## config.mk

```make
export PLATFORM = sky130hd
export DESIGN_NAME = systolic_feeder
export DESIGN_NICKNAME = d
export VERILOG_FILES = /design/src/rtl/systolic_feeder_pkg.sv /design/src/rtl/systolic_feeder_buf.sv /design/src/rtl/systolic_feeder.sv
export SDC_FILE = /design/constraint.sdc
export NUM_CORES = 2
export LEC_CHECK = 0
export BUFFER_PORTS_ARGS = -buffer_cell sky130_fd_sc_hd__buf_2
export CAP_MARGIN = 20
export CORE_AREA = 5 5 366 368
export CTS_BUF_LIST = sky130_fd_sc_hd__clkbuf_4 sky130_fd_sc_hd__clkbuf_8
export DETAILED_ROUTE_END_ITERATION = 12
export DIE_AREA = 0 0 371 373
export PLACE_DENSITY = 0.69
export REMOVE_ABC_BUFFERS = 1
export SYNTH_ARGS = -nofsm -noshare
export SYNTH_HDL_FRONTEND = slang
export SYNTH_HIERARCHICAL = 1
export SYNTH_SLANG_ARGS = --single-unit
```

## constraint.sdc

```tcl
create_clock -name clk -period 28.9 [get_ports clk]
set_input_delay 5.78 -clock clk [delete_from_list [all_inputs] [get_ports clk]]
set_output_delay 5.78 -clock clk [all_outputs]
set_load 0.02 [all_outputs]
```

## src/rtl/systolic_feeder_pkg.sv

```systemverilog
// systolic_feeder_pkg: shared FSM encoding and size helpers for the feeder
package systolic_feeder_pkg;

    typedef enum logic [1:0] {IDLE, CLEAR, FEED, FIN} state_t;

    function automatic int imax(int a, int b);
        return a > b ? a : b;
    endfunction

    function automatic int feed_len(int m, int n, int k);
        return n + imax(m, k) - 1;
    endfunction

endpackage

```

## src/rtl/systolic_feeder_buf.sv

```systemverilog
// feeder_buf: R x C operand register buffer, single write port, full-matrix read
module feeder_buf
    import systolic_feeder_pkg::*;
#(
    parameter int R  = 5,
    parameter int C  = 3,
    parameter int DW = 32,
    parameter int AW = 4
) (
    input  logic                clk,
    input  logic                rst,
    input  logic                wr_en,
    input  logic [AW-1:0]       addr,
    input  logic [DW-1:0]       data,
    output logic [DW*R*C-1:0]   mem
);

    always_ff @(posedge clk or posedge rst)
        if (rst)
            mem <= '0;
        else if (wr_en && int'(addr) < R * C)
            mem[DW*addr +: DW] <= data;

endmodule

```

## src/rtl/systolic_feeder.sv

```systemverilog
// systolic_feeder: stages X/W operands and streams them diagonally skewed to the array
module systolic_feeder
    import systolic_feeder_pkg::*;
#(
    parameter int M          = 5,
    parameter int N          = 3,
    parameter int K          = 4,
    parameter int DATA_WIDTH = 32,
    localparam int AW        = $clog2(imax(M * N, N * K))
) (
    input  logic                    clk,
    input  logic                    rst,
    input  logic                    wr_en,
    input  logic                    wr_sel,
    input  logic [AW-1:0]           wr_addr,
    input  logic [DATA_WIDTH-1:0]   wr_data,
    input  logic                    start,
    output logic                    busy,
    output logic                    arr_clr,
    output logic [DATA_WIDTH*M-1:0] X_out,
    output logic [DATA_WIDTH*K-1:0] W_out,
    output logic                    feed_valid,
    output logic                    done
);

    localparam int T  = feed_len(M, N, K);
    localparam int TW = $clog2(T + 1);

    state_t                      state;
    logic [TW-1:0]               t;
    logic [DATA_WIDTH*M*N-1:0]   x_mem;
    logic [DATA_WIDTH*N*K-1:0]   w_mem;
    logic [DATA_WIDTH*M-1:0]     x_nxt;
    logic [DATA_WIDTH*K-1:0]     w_nxt;
    logic                        wr_ok;
    int                          s;

    assign wr_ok = wr_en && state == IDLE;

    feeder_buf #(.R(M), .C(N), .DW(DATA_WIDTH), .AW(AW)) x_buf (
        .clk(clk), .rst(rst), .wr_en(wr_ok && !wr_sel), .addr(wr_addr), .data(wr_data), .mem(x_mem)
    );

    feeder_buf #(.R(N), .C(K), .DW(DATA_WIDTH), .AW(AW)) w_buf (
        .clk(clk), .rst(rst), .wr_en(wr_ok && wr_sel), .addr(wr_addr), .data(wr_data), .mem(w_mem)
    );

    // Lanes for the step about to be registered: step 0 when leaving CLEAR, else t+1
    always_comb begin
        s = state == CLEAR ? 0 : int'(t) + 1;
        x_nxt = '0;
        w_nxt = '0;
        for (int m = 0; m < M; m++)
            if (s - m >= 0 && s - m < N)
                x_nxt[DATA_WIDTH*m +: DATA_WIDTH] = x_mem[DATA_WIDTH*(m*N + s - m) +: DATA_WIDTH];
        for (int k = 0; k < K; k++)
            if (s - k >= 0 && s - k < N)
                w_nxt[DATA_WIDTH*k +: DATA_WIDTH] = w_mem[DATA_WIDTH*((s - k)*K + k) +: DATA_WIDTH];
    end

    always_ff @(posedge clk or posedge rst)
        if (rst) begin
            state      <= IDLE;
            t          <= '0;
            busy       <= 1'b0;
            arr_clr    <= 1'b0;
            feed_valid <= 1'b0;
            done       <= 1'b0;
            X_out      <= '0;
            W_out      <= '0;
        end else begin
            arr_clr <= 1'b0;
            done    <= 1'b0;
            case (state)
                IDLE:
                    if (start) begin
                        state   <= CLEAR;
                        busy    <= 1'b1;
                        arr_clr <= 1'b1;
                    end
                CLEAR: begin
                    state      <= FEED;
                    t          <= '0;
                    feed_valid <= 1'b1;
                    X_out      <= x_nxt;
                    W_out      <= w_nxt;
                end
                FEED:
                    if (t == TW'(T - 1)) begin
                        state      <= FIN;
                        feed_valid <= 1'b0;
                        done       <= 1'b1;
                        X_out      <= '0;
                        W_out      <= '0;
                    end else begin
                        t     <= t + 1'b1;
                        X_out <= x_nxt;
                        W_out <= w_nxt;
                    end
                FIN: begin
                    state <= IDLE;
                    busy  <= 1'b0;
                end
                default: state <= IDLE;
            endcase
        end

endmodule

```

==> qor.yml <==
placement:
  place_congestion: 0.845
  postPlaceCellArea_mm2: 0.0610
  port_buffers: 332
  hpwl_mm: 116
cts:
  clock_sinks: 1161
  cts_buffers: 189
  cts.repair.resized: 0
  htree_levels: 4
  clkLatencyLatePin_ns: 0.90
  clk_path_buf_depth: 3
  postCtsHoldBufs: 0
  path_clk_slew_ns: 0.06
  cts_tree: "built"
  post_cts_buffers: 0
  clock_tree.root_cell: "clkbuf_8"
setup_path:
  path_cells: "buf_4, buf_4, inv_1, ha_1, xor2_4, buf_4, nand3_2, nor2_1, mux2_2"
  cp_max_fo: 72
  worst_ep_required_time_ns: 29.74
  cpMostUsedCell: "buf_4"
  setup.worst_path.end: "x_buf/mem[181]$_DFFE_PP0P_"
  startpoint: "wr_addr[0]"
  r2r_setup_slack_ns: 22.78
  r2r_start: "t[0]$_DFFE_PP0P_"
  start_kind: "primary input"
  r2r-end: "X_out[122]$_DFFE_PP0P_"
  endpoint_kind: "flop"
  r2r.worst_path.cells: 12
  crit_path_top_delay_cell: "nand3_2"
  arrival_ns: 10.41
  crit_type: "primary input to flop"
  critPathMaxStageDelay_ns: 0.98
grt:
  grt_overflow: 0
  grt_max_degree: 174
  grt_pass1_wl_mm: 295
  antenna_found_initial: 15
  gr-usage-all-layers_pct: 28.1
  grt_pass1_vias: 45723
cells_and_area:
  drive_above_1_share_pct: 29.6
  layout.nets: 5552
  synthToLayoutAreaGrowth_pct: 12.3
  nFillCells: 11769
  stdcell_area_mm2: 0.0652
die:
  die_h_um: 373
  dieArea_mm2: 0.138
  die_w_um: 371
  boundaryPins: 333
  fp.coreArea_mm2: 0.130
  rows: 133
  floorplan.initialDensity_pct: 44.5
route:
  drtAntennaViolNets: 0
  vias: 45997
  drcViolationCount: 0
  dr.first_iter.drc_count: 6297
  drt-pass1-iter-count: 9
  routed_via_density: 6.22
  routed_wl_mm: 199
  wl_per_cell_um: 26.9
sta:
  max_freq_ghz: 0.105
  period_minus_slack_ns: 9.57
  rsz0062_at_grt: "no"
  whs_ns: 0.479
  slew_headroom_pct: 8.09
  maxSlewViolCount: 0
  finalSetupViolations: 0
  fin_skew_ns: 0.0282
  hold_violations: 0
  finalCritPeriodShare_pct: 33.1
  tightest_slew_ns: 1.38
  fin_setup_tns_ns: 0
synthesis:
  yosys.area.top_type_share_pct: 50.0
  yosysTopAreaCell: "dfrtp_1"
  syn_area_mm2: 0.0581
  synth-edff-count: 0
  ys_types: 74
  synth-seq-area-share_pct: 50.0
  synth.most_common_cell: "dfrtp_1"
  synth-async-reset-ratio_pct: 100
  synth_area_per_cell_um2: 10.9
  synthFlopType: "dfrtp_1"
  synth_common_cells: "dfrtp_1 (1161), nand2_1 (741), mux2_2 (663), inv_1 (367), clkbuf_1 (308)"
  synth_cells: 5334
  ys_seq_elements: 1161
  synthTopCellsByArea: "dfrtp_1 (50%), mux2_2 (13%), mux4_2 (6.5%), nand2_1 (4.8%), o22ai_1 (2.6%)"
  synth_warnings: 6
power_and_ir_drop:
  leakage_uw: 0.0310
  powerDensity_mw_per_mm2: 94.2
  ir_worst_vdd_mv: 0.241
run:
  cap_violations: 0
min_path:
  min_path_type: "flop to flop"
run_status:
  status: "finished clean"
worst max-delay path: cells and delay by family:
family | cells | cell delay [ns]
buf+inv | 4 | 2.40
simple gates | 2 | 1.34
fa+ha+maj | 1 | 0.43
xor+xnor | 1 | 0.20
mux | 1 | 0.20
cells by family (layout without fill, tap and decap cells):
family	count (synthesis)	after routing	synth area share, %
buffers and inverters	830	1127	5.74
XOR/XNOR	9	9	0.149
flip-flops	1161	1161	50.0
other	0	8	0
AO/OA/AOI/OAI	1062	1062	12.4
multiplexers	975	975	21.9
adder cells (fa/ha/maj)	25	25	0.539
AND/OR/NAND/NOR	1272	1272	9.29
worst min-delay path by stage:
stage / to / slack, ns / from / cells after the start
finish: w_buf/mem[239]$_DFFE_PP0P_ / 0.48 / w_buf/mem[239]$_DFFE_PP0P_ / 2
global route: w_buf/mem[3]$_DFFE_PP0P_ / 0.50 / w_buf/mem[3]$_DFFE_PP0P_ / 2
CTS: w_buf/mem[174]$_DFFE_PP0P_ / 0.48 / w_buf/mem[174]$_DFFE_PP0P_ / 2
detailed placement: w_buf/mem[174]$_DFFE_PP0P_ / 0.47 / w_buf/mem[174]$_DFFE_PP0P_ / 2
global placement: w_buf/mem[24]$_DFFE_PP0P_ / 0.46 / w_buf/mem[24]$_DFFE_PP0P_ / 2
floorplan: w_buf/mem[160]$_DFFE_PP0P_ / 0.45 / w_buf/mem[160]$_DFFE_PP0P_ / 2
registers in the layout (all words and copies together) (netlist names):
name and cells:
w_buf/mem 384, t 3, W_out 128, feed_valid 1, state 2, X_out 160, busy 1, arr_clr 1
done 1, x_buf/mem 480
per-stage QoR:
step,total power (uW),util (%),std cells,setup WS (ns)
after floorplan,3740,-,4877,8.64
final,6140,50.0,7394,19.33
after CTS,6090,49.9,7379,19.60
after global routing,6390,50.0,7387,19.31
after detailed placement,4570,46.8,7043,18.61
after global placement,4510,46.7,7041,18.80
cell usage in the layout, fill, tap and decap left out, types with 12 or more instances in the layout:
master	instances
and2_1	66
a222oi_1	64
nand3_1	35
clkinv_2	17
a22oi_1	35
o21ai_1	54
buf_4	75
o2111ai_1	32
and3_1	37
a221oi_1	32
mux4_2	167
a32o_1	30
a21oi_1	208
a22o_1	64
o22ai_1	239
inv_1	363
a211o_1	13
o32ai_1	62
ha_1	18
nor2_1	281
dfrtp_1	1160
nor2b_1	42
o21ai_0	140
clkbuf_4	72
a221o_1	12
a211oi_1	19
nand2_1	730
clkbuf_8	239
a31oi_1	34
mux2i_1	134
mux2_2	663
buf_2	331
layout make-up:
cell class / count / area, um^2 / area share [%]
Sequential cell: 1161 / 29100 / 44.6
Multi-Input combinational cell: 3343 / 26000 / 39.9
Clock buffer: 311 / 3830 / 5.87
Timing Repair Buffer: 418 / 2470 / 3.79
Tap cell: 1755 / 2200 / 3.37
Inverter: 373 / 1440 / 2.20
Clock inverter: 25 / 193 / 0.295
Antenna cell: 8 / 20.0 / 0.0307
per-layer routing:
| metal | vias to the layer above | track usage (%) | share of wire (%) |
|---|---|---|---|
| met3 | 585 | 7.81 | 11 |
| met2 | 2799 | 42.4 | 45 |
| met5 | - | 0 | 0.020 |
| li1 | 19337 | - | - |
| met4 | 6 | 12.9 | 4.9 |
| met1 | 23270 | 38.0 | 39 |
power breakdown:
group	total [uW]	internal [uW]	switching, uW
Clock	1520	848	676
Combinational	2590	858	1730
Sequential	2030	1870	159
(Power assumes the default switching activity.)
